## src/rtl/rtc_cal_pkg.sv

```systemverilog
// Shared types and constants for the RTC calendar engine: packed calendar
// record, field widths, field limits and the load FSM state encoding.
package rtc_cal_pkg;

    localparam int RTC_CAL_SEC_W  = 6;
    localparam int RTC_CAL_MIN_W  = 6;
    localparam int RTC_CAL_HOUR_W = 5;
    localparam int RTC_CAL_DAY_W  = 5;
    localparam int RTC_CAL_WDAY_W = 3;
    localparam int RTC_CAL_MON_W  = 4;
    localparam int RTC_CAL_YEAR_W = 7;

    localparam logic [RTC_CAL_SEC_W-1:0]  RTC_CAL_SEC_MAX  = 6'd59;
    localparam logic [RTC_CAL_MIN_W-1:0]  RTC_CAL_MIN_MAX  = 6'd59;
    localparam logic [RTC_CAL_HOUR_W-1:0] RTC_CAL_HOUR_MAX = 5'd23;
    localparam logic [RTC_CAL_MON_W-1:0]  RTC_CAL_MON_MAX  = 4'd12;
    localparam logic [RTC_CAL_WDAY_W-1:0] RTC_CAL_WDAY_MAX = 3'd6;

    // Packed so that sec sits in bits [5:0] and year in bits [35:29].
    typedef struct packed {
        logic [RTC_CAL_YEAR_W-1:0] year;
        logic [RTC_CAL_MON_W-1:0]  mon;
        logic [RTC_CAL_WDAY_W-1:0] wday;
        logic [RTC_CAL_DAY_W-1:0]  day;
        logic [RTC_CAL_HOUR_W-1:0] hour;
        logic [RTC_CAL_MIN_W-1:0]  min;
        logic [RTC_CAL_SEC_W-1:0]  sec;
    } rtc_time_t;

    typedef enum logic [1:0] {
        LD_IDLE   = 2'd0,
        LD_CHECK  = 2'd1,
        LD_COMMIT = 2'd2
    } rtc_cal_ld_state_e;

endpackage

```

## src/rtl/rtc_cal_mdays.sv

```systemverilog
// Days-in-month lookup for a month/year-offset pair. Years 2000-2099 are
// leap exactly when the offset is a multiple of four. Out-of-range months
// report 31; callers reject such months separately.
module rtc_cal_mdays
    import rtc_cal_pkg::*;
(
    input  logic [RTC_CAL_MON_W-1:0]  mon_i,
    input  logic [RTC_CAL_YEAR_W-1:0] year_i,
    output logic [RTC_CAL_DAY_W-1:0]  mdays_o
);

    // Only the two low year bits decide leap years in this century.
    logic unused_year_hi;
    assign unused_year_hi = ^year_i[RTC_CAL_YEAR_W-1:2];

    // Month length table.
    always_comb begin
        case (mon_i)
            4'd2:                    mdays_o = (year_i[1:0] == 2'b00) ? 5'd29 : 5'd28;
            4'd4, 4'd6, 4'd9, 4'd11: mdays_o = 5'd30;
            default:                 mdays_o = 5'd31;
        endcase
    end

endmodule

```

## src/rtl/rtc_calendar.sv

```systemverilog
// Second-resolution calendar (2000-2099) advanced by a one-cycle tick, with a
// three-stage validated load path (IDLE -> CHECK -> COMMIT) and an optional
// masked alarm compare enabled by the RTC_CAL_ALRM_EN macro. Without the
// macro, alrm_o is tied low and the alarm inputs are unused.
module rtc_calendar
    import rtc_cal_pkg::*;
#(
    parameter int unsigned YEAR_MAX = 99,
    parameter int unsigned RST_WDAY = 6
) (
    input  logic        rtc_clk_i,
    input  logic        rtc_rst_n_i,
    input  logic        en_i,
    input  logic        tick_i,
    input  logic        ld_valid_i,
    output logic        ld_ready_o,
    input  logic [35:0] ld_time_i,
    output logic [35:0] time_o,
    output logic        ld_err_o,
    output logic        ovf_o,
    input  logic [35:0] alrm_time_i,
    input  logic [4:0]  alrm_msk_i,
    output logic        alrm_o
);

    localparam logic [RTC_CAL_YEAR_W-1:0] YEAR_MAX_L = RTC_CAL_YEAR_W'(YEAR_MAX);
    localparam logic [RTC_CAL_WDAY_W-1:0] RST_WDAY_L = RTC_CAL_WDAY_W'(RST_WDAY);
    localparam rtc_time_t RST_TIME = '{year: '0, mon: 4'd1, wday: RST_WDAY_L,
                                       day: 5'd1, hour: '0, min: '0, sec: '0};

    rtc_cal_ld_state_e state_q, state_d;
    rtc_time_t         time_q, time_d;
    rtc_time_t         ld_q, ld_d;
    logic              valid_q, valid_d;
    logic              pend_q, pend_d;
    logic              ld_err_q, ld_err_d;
    logic              ovf_q, ovf_d;
    logic              wr_d;

    rtc_time_t                inc_time;
    logic                     inc_wrap;
    logic                     ld_ok;
    logic                     tick_en;
    logic [RTC_CAL_DAY_W-1:0] mdays_inc;
    logic [RTC_CAL_DAY_W-1:0] mdays_ld;

    assign tick_en = en_i & tick_i;

    rtc_cal_mdays u_mdays_inc (
        .mon_i   (time_q.mon),
        .year_i  (time_q.year),
        .mdays_o (mdays_inc)
    );

    rtc_cal_mdays u_mdays_ld (
        .mon_i   (ld_q.mon),
        .year_i  (ld_q.year),
        .mdays_o (mdays_ld)
    );

    // Full one-second carry chain from the current calendar, resolved in one cycle.
    always_comb begin
        inc_time = time_q;
        inc_wrap = 1'b0;
        if (time_q.sec < RTC_CAL_SEC_MAX) begin
            inc_time.sec = time_q.sec + 6'd1;
        end else begin
            inc_time.sec = '0;
            if (time_q.min < RTC_CAL_MIN_MAX) begin
                inc_time.min = time_q.min + 6'd1;
            end else begin
                inc_time.min = '0;
                if (time_q.hour < RTC_CAL_HOUR_MAX) begin
                    inc_time.hour = time_q.hour + 5'd1;
                end else begin
                    inc_time.hour = '0;
                    inc_time.wday = (time_q.wday >= RTC_CAL_WDAY_MAX) ? 3'd0 : time_q.wday + 3'd1;
                    if (time_q.day < mdays_inc) begin
                        inc_time.day = time_q.day + 5'd1;
                    end else begin
                        inc_time.day = 5'd1;
                        if (time_q.mon < RTC_CAL_MON_MAX) begin
                            inc_time.mon = time_q.mon + 4'd1;
                        end else begin
                            inc_time.mon = 4'd1;
                            if (time_q.year < YEAR_MAX_L) begin
                                inc_time.year = time_q.year + 7'd1;
                            end else begin
                                inc_time.year = '0;
                                inc_wrap      = 1'b1;
                            end
                        end
                    end
                end
            end
        end
    end

    // Range check of the captured load word.
    always_comb begin
        ld_ok = (ld_q.sec  <= RTC_CAL_SEC_MAX)  &&
                (ld_q.min  <= RTC_CAL_MIN_MAX)  &&
                (ld_q.hour <= RTC_CAL_HOUR_MAX) &&
                (ld_q.mon  >= 4'd1) && (ld_q.mon <= RTC_CAL_MON_MAX) &&
                (ld_q.day  >= 5'd1) && (ld_q.day <= mdays_ld) &&
                (ld_q.wday <= RTC_CAL_WDAY_MAX) &&
                (ld_q.year <= YEAR_MAX_L);
    end

    // Load FSM and calendar next-state. A tick seen while a load is in flight
    // is held in pend; it only survives if the load is rejected.
    always_comb begin
        state_d  = state_q;
        time_d   = time_q;
        ld_d     = ld_q;
        valid_d  = valid_q;
        pend_d   = pend_q;
        ld_err_d = 1'b0;
        ovf_d    = 1'b0;
        wr_d     = 1'b0;
        case (state_q)
            LD_IDLE: begin
                if (tick_en) begin
                    time_d = inc_time;
                    ovf_d  = inc_wrap;
                    wr_d   = 1'b1;
                end
                if (ld_valid_i) begin
                    ld_d    = ld_time_i;
                    pend_d  = 1'b0;
                    state_d = LD_CHECK;
                end
            end
            LD_CHECK: begin
                valid_d = ld_ok;
                if (tick_en) begin
                    pend_d = 1'b1;
                end
                state_d = LD_COMMIT;
            end
            LD_COMMIT: begin
                pend_d  = 1'b0;
                state_d = LD_IDLE;
                if (valid_q) begin
                    time_d = ld_q;
                    wr_d   = 1'b1;
                end else begin
                    ld_err_d = 1'b1;
                    if (pend_q || tick_en) begin
                        time_d = inc_time;
                        ovf_d  = inc_wrap;
                        wr_d   = 1'b1;
                    end
                end
            end
            default: begin
                state_d = LD_IDLE;
            end
        endcase
    end

    // Calendar, load pipeline and status pulse registers.
    always_ff @(posedge rtc_clk_i or negedge rtc_rst_n_i) begin
        if (!rtc_rst_n_i) begin
            state_q  <= LD_IDLE;
            time_q   <= RST_TIME;
            ld_q     <= '0;
            valid_q  <= 1'b0;
            pend_q   <= 1'b0;
            ld_err_q <= 1'b0;
            ovf_q    <= 1'b0;
        end else begin
            state_q  <= state_d;
            time_q   <= time_d;
            ld_q     <= ld_d;
            valid_q  <= valid_d;
            pend_q   <= pend_d;
            ld_err_q <= ld_err_d;
            ovf_q    <= ovf_d;
        end
    end

    assign ld_ready_o = (state_q == LD_IDLE);
    assign time_o     = time_q;
    assign ld_err_o   = ld_err_q;
    assign ovf_o      = ovf_q;

`ifdef RTC_CAL_ALRM_EN
    rtc_time_t alrm_t;
    logic      wr_q;
    logic      alrm_q, alrm_d;
    logic      unused_alrm;

    assign alrm_t      = alrm_time_i;
    assign unused_alrm = ^{alrm_t.wday, alrm_t.year};

    // Compare the freshly written calendar against the enabled alarm fields.
    always_comb begin
        alrm_d = wr_q && (alrm_msk_i != 5'd0) &&
                 (!alrm_msk_i[0] || (time_q.sec  == alrm_t.sec))  &&
                 (!alrm_msk_i[1] || (time_q.min  == alrm_t.min))  &&
                 (!alrm_msk_i[2] || (time_q.hour == alrm_t.hour)) &&
                 (!alrm_msk_i[3] || (time_q.day  == alrm_t.day))  &&
                 (!alrm_msk_i[4] || (time_q.mon  == alrm_t.mon));
    end

    // Write marker and registered alarm pulse.
    always_ff @(posedge rtc_clk_i or negedge rtc_rst_n_i) begin
        if (!rtc_rst_n_i) begin
            wr_q   <= 1'b0;
            alrm_q <= 1'b0;
        end else begin
            wr_q   <= wr_d;
            alrm_q <= alrm_d;
        end
    end

    assign alrm_o = alrm_q;
`else
    logic unused_alrm;
    assign unused_alrm = ^{alrm_time_i, alrm_msk_i, wr_d};
    assign alrm_o      = 1'b0;
`endif

endmodule
```

## config.mk

```make
export PLATFORM = sky130hd
export DESIGN_NAME = rtc_calendar
export DESIGN_NICKNAME = d
export VERILOG_FILES = /design/src/rtl/rtc_cal_pkg.sv /design/src/rtl/rtc_cal_mdays.sv /design/src/rtl/rtc_calendar.sv
export SDC_FILE = /design/constraint.sdc
export NUM_CORES = 1
export LEC_CHECK = 0
export CORE_MARGIN = 2
export CORE_UTILIZATION = 48
export DETAILED_ROUTE_END_ITERATION = 8
export GPL_TIMING_DRIVEN = 0
export PLACE_DENSITY_LB_ADDON = 0.12
export SYNTH_ARGS = -nofsm -noshare
export SYNTH_HDL_FRONTEND = slang
export SYNTH_SLANG_ARGS = --single-unit
```

## constraint.sdc

```tcl
create_clock -name rtc_clk_i -period 3.2 [get_ports rtc_clk_i]
set_input_delay 0.8 -clock rtc_clk_i [delete_from_list [all_inputs] [get_ports rtc_clk_i]]
set_output_delay 0.8 -clock rtc_clk_i [all_outputs]
set_load 0.02 [all_outputs]
```

== After elaboration in Yosys (flattened, before gate mapping) ==
Index checks and enable logic that the tools add are counted.
Widths: inputs -> output; s select.
Storage, ports and cells
  register bits after elaboration: 78
  input port bits: 82
  output and inout port bits: 40
Operators by class
  $lt $le $gt $ge: 16
  add/subtract/negate cells: 7
  mux-type cells: 37
  eq/ne operators: 16
  bitwise logic cells: 1
  reduce and logical (&&, ||, !) cells: 19
Operator list (count)
  $mux 36: 3
  $pmux 36 s2: 1
  $mux 30: 1
  $mux 24: 1
  $pmux 5 s2: 2
  $mux 19: 1
  $eq 4x3->1 const B: 4
  $eq 4x4->1 const B: 4
  $mux 1: 15
  $mux 7: 2
  $add 6x1->6 const B: 2
  $le 6x6->1 const B: 2
  $lt 6x6->1 const B: 2
  $mux 6: 2
  $mux 11: 1
  $add 5x1->5 const B: 2
  $mux 5: 2
  $eq 4x2->1 const B: 2
  $logic_and 1x1->1: 8
  $reduce_or 4->1: 2
  $add 7x1->7 const B: 1
  $le 7x7->1 const B: 1
  $lt 7x7->1 const B: 1
  $logic_not 2->1: 3
  other kinds (29): 31

== Depth between registers and ports, before layout ==
  depth in word-level cells: 11
  gate-level depth with buffers: 10
  gate-level depth less buffers: 10

== Hierarchy ==
From an unflattened synthesis, not the netlist that was laid out.
Unflattened totals
  cell total of the unflattened synthesis: 443
  area, all modules: 4400.5 um^2
By module, submodules not included
  rtc_calendar: cells an instance 423, times used 1, sequential area each 1956.9 um^2, area each 4255.3 um^2
  rtc_cal_mdays: cells an instance 10, times used 2, sequential area each 0.0 um^2, area each 72.6 um^2

== Least setup slack after synthesis ==
No wires, ideal clock.
  path type: reg2reg
  start: register time_q (netlist bit time_o[25])
  end: register time_q (netlist bit time_o[26])
  arrival: 2207 ps
  buffers on the path: 0
  data required time: 3059 ps
  setup time: 141 ps
  cell stages (with the launch flop): 11
  slack: 851 ps
  path through: dfstp_2 inv_1 ha_1 nand2b_1 nor2_1 ha_1 nor2_1 nor2_1 o21ai_1 a2111oi_0 a211oi_1
On the way
  longest elaborated chain between the ends: 11
RTL lines
  start: declaration: RTL line rtc_calendar.sv:32  | rtc_time_t time_q, time_d;
  start signal: assignment: RTL line rtc_calendar.sv:174  | time_q <= time_d;
  $eq 4x3->1 / $eq 4x4->1 (equally long branches): RTL line rtc_cal_mdays.sv:18  | case (mon_i)
  $reduce_or 4->1: RTL line rtc_cal_mdays.sv:18
  $pmux 5 s2: RTL line rtc_cal_mdays.sv:18
  $lt 5x5->1: RTL line rtc_calendar.sv:78  | if (time_q.day < mdays_inc) begin
  $mux 11 (*): RTL line rtc_calendar.sv:78
  $mux 19 (*): RTL line rtc_calendar.sv:73  | if (time_q.hour < RTC_CAL_HOUR_MAX) begin
  $mux 24 (*): RTL line rtc_calendar.sv:69  | if (time_q.min < RTC_CAL_MIN_MAX) begin
  $mux 30 (*): RTL line rtc_calendar.sv:65  | if (time_q.sec < RTC_CAL_SEC_MAX) begin
  $mux 36: RTL line rtc_calendar.sv:149  | if (pend_q || tick_en) begin
  $mux 36: RTL line rtc_calendar.sv:144  | if (valid_q) begin
  $pmux 36 s2 (*): RTL line rtc_calendar.sv:121  | case (state_q)
Every way passes the cells marked *; elsewhere a longest branch is shown, timed or not. The select of a mux whose other input is x is not followed.
A chain may end at the register's enable or synchronous reset.

== Worst setup path after layout ==
Same ends and word-level chain as after synthesis.

==> key figures <==
Run status
  • Status: complete, no violations

Die
  • Die W: 99.3 µm
  • Core Rows: 34
  • Die ar.: 0.00986 mm²
  • DIE HEIGHT: 99.3 µm
  • Core Box Area: 0.00876 mm²
  • I/O pin count: 122
  • Starting Density: 49.7%

Timing
  • Max Freq: 388 MHz
  • Final hold violations: 0
  • Min Tclk post-route: 2.58 ns
  • Final slew viol count: 0
  • Worst Tran Pin Value: 0.652 ns
  • Final WS setup: 0.623 ns
  • Setup violators final: 0
  • Final clock skew: 0.0106 ns
  • Relative max-transition margin: 56.3%
  • Setup tns final: 0 ns
  • Final period utilization: 80.5%
  • Hold WS: 0.344 ns
  • RSZ-0062 raised after global routing: no

Finish
  • Antenna diodes: 0
  • NumNets Final: 616
  • Fillers: 761
  • Area of the multi-input gates: 0.00220 mm²
  • Fraction of layout cells with a size suffix above 1: 17.3%
  • Area growth from synthesis to layout: 26.4%
  • Reg area: 0.00196 mm²

Synth
  • Top-area cell type share of the netlist area: 42.5%
  • Post-synth ARST share: 100%
  • Post-synth top area cell: dfrtp_1
  • Distinct cells, synth: 71
  • EDFF count, synth: 0
  • Synth Flop Type: dfrtp_1
  • Synthesized area per cell: 10.2 µm²
  • Synth top cells by count: dfrtp_1, nand2_1, mux2_2
  • Synth Instances: 429
  • Mapped cell area: 0.00436 mm²
  • Synth top area cells: dfrtp_1, mux2_2, ha_1
  • Synth Net Count: 525
  • Synth Warn #: 0
  • Yosys reg bits: 78
  • Register area share after synthesis: 44.9%
  • Most common cell in the synthesized netlist: dfrtp_1

Clock tree
  • CTS resizes: 0
  • Clock-pin slew on the worst setup and hold paths: 0.09 ns
  • CTS H-Tree Depth: 3
  • Clk sinks: 78
  • Longest Clk Path Bufs: 2
  • CTS Buf Count: 9
  • Setup bufs post-CTS: 0
  • TritonCTS clock tree: built
  • Hold_buf cts: 0
  • Clock latency on the worst-skew pair: 0.36 ns
  • Root Buffer: clkbuf_8

Global route
  • Via count of the first global-routing pass: 3,795
  • First-pass GRT wire length: 19.8 mm
  • Largest net degree at the start of global routing: 53
  • Initial antenna violation count: 0
  • Total gr overflow: 0
  • GRT Total Usage: 25.7%

Power and ir drop
  • Flop pwr share: 42.6%
  • Logic gate share of total power: 38.6%
  • Net switching power: 1.64 mW
  • Clock share of power: 18.8%
  • Leakage: 2.21 nW
  • Tot Pwr: 4.07 mW
  • Peak supply drop: 0.378 mV
  • Int Pwr: 2.43 mW
  • Switching share of power: 40.4%
  • Power Dens Cells: 739 mW/mm²

Critical path
  • Reg-to-Reg Start: time_o[25]
  • Worst setup EP type: flip-flop
  • Worst EP required: 3.42 ns
  • Setup slack, reg-to-reg: 0.62 ns
  • Worst setup path start: time_o[25]
  • Crit Path Class: reg -> reg
  • Largest fanout on the critical path: 9
  • Crit path launch type: flip-flop
  • Worst Path Arrival: 2.79 ns

Placement
  • Placer Congestion: 0.957
  • Final HPWL DP: 9.09 mm
  • Dpl ws: 0.393 ns
  • Port Buffers: 79

Drt
  • TritonRoute pass-1 iters: 6
  • Post-route ant nets: 0
  • Via count: 3,982
  • Initial DRC Count: 377
  • WL final: 12.2 mm
  • Via density: 6.29
  • # DRC: 0
  • WL per Instance: 19.3 µm

Run
  • Maximum Capacitance Violations: 0

Hold path
  • Min-Delay Path Class: in -> async
final timing paths:
| path | endpoint | depth (start not counted) |
|---|---|---|
| min reg2reg | ld_q[1] | 1 |
| max in group asynchronous | time_o[17] | 2 |
| min | ld_q[13] | 1 |
| max reg2reg | time_o[26] | 10 |
| min in group rtc_clk_i | ld_q[1] | 1 |
| max | time_o[26] | 10 |
stage by stage:
step | util [%] | cell area [µm²] | std cells
6_report | 62.9 | 5510 | 633
5_1_grt | 62.9 | 5510 | 633
4_1_cts | 62.9 | 5510 | 633
3_5_place_dp | 60.6 | 5310 | 617
3_3_place_gp | 60.3 | 5290 | 616
2_1_floorplan | - | 4360 | 429
cell type report:
type / count / area share, %
tap: 108 / 2.45
inverter: 15 / 1.02
clock inverter: 5 / 1.07
buffer: 24 / 2.61
clock buffer: 11 / 2.57
multi-input combinational: 312 / 40.0
timing repair buffer: 80 / 14.8
sequential: 78 / 35.5
cell families (layout without fill, tap and decap cells):
| kind of cell | Yosys count | in the layout | share of synthesized area, % |
|---|---|---|---|
| muxes | 34 | 34 | 8.78 |
| xor gates and xnor gates | 1 | 1 | 0.201 |
| other | 1 | 1 | 0.0860 |
| AOI/OAI and AO/OA | 137 | 137 | 22.7 |
| and+or+nand+nor | 125 | 125 | 14.7 |
| DFF | 78 | 78 | 44.9 |
| buffers and inverters | 39 | 135 | 4.59 |
| adders and majority gates | 14 | 14 | 4.02 |
worst max-delay path, cell delays in order, from the launching register on:
cell and delay [ns]:
dfstp_2 0.60, inv_1 0.08, ha_1 0.20, nand2b_1 0.11
nor2_1 0.05, ha_1 0.26, nor2_1 0.04, nor2_1 0.22
o21ai_1 0.30, a2111oi_0 0.44, a211oi_1 0.13
flip-flops by register name, summed over array words and instances, names as in the netlist:
name	count
ld_q	36
ovf_o	1
time_o	36
valid_q	1
pend_q	1
state_q	2
ld_err_o	1
cells in the final DEF (no fill, tap or decap), types with 4 or more instances in the layout:
master           synthesis  routed
inv_1                   15      15
and3_1                   4       4
ha_1                    14      14
clkdlybuf4s50_1          0      78
a22oi_1                  6       6
nor2b_1                  5       5
dfstp_2                  4       4
nor3_1                  14      14
buf_6                    4       4
nor2_1                  20      20
dfrtp_1                 74      74
buf_2                   12      12
o22ai_1                  9       9
nand2_1                 37      37
a211oi_1                 4       4
mux2_2                  34      34
o21ai_0                 33      33
o211ai_1                 5       5
a31oi_1                  5       5
clkbuf_8                 0      10
clkbuf_1                 5       6
nand3_1                 12      12
nand4_1                 12      12
a21oi_1                 29      29
layer usage:
| metal | global-route usage, % | part of all wire [%] |
|---|---|---|
| met1 | 37.7 | 46 |
| met2 | 38.7 | 45 |
| met3 | 5.13 | 7.8 |
| met4 | 7.48 | 1.5 |
| met5 | 0 | 0 |
power groups by stage:
stage	sequential (mW)	combinational, mW	clock, mW
floorplan	1.80	0.778	0
global placement	1.72	1.53	0
detailed placement	1.74	1.57	0
CTS	1.72	1.57	0.773
global route	1.78	1.71	0.823
finish	1.73	1.57	0.765
No activity file was read; power rests on OpenSTA's default activity.
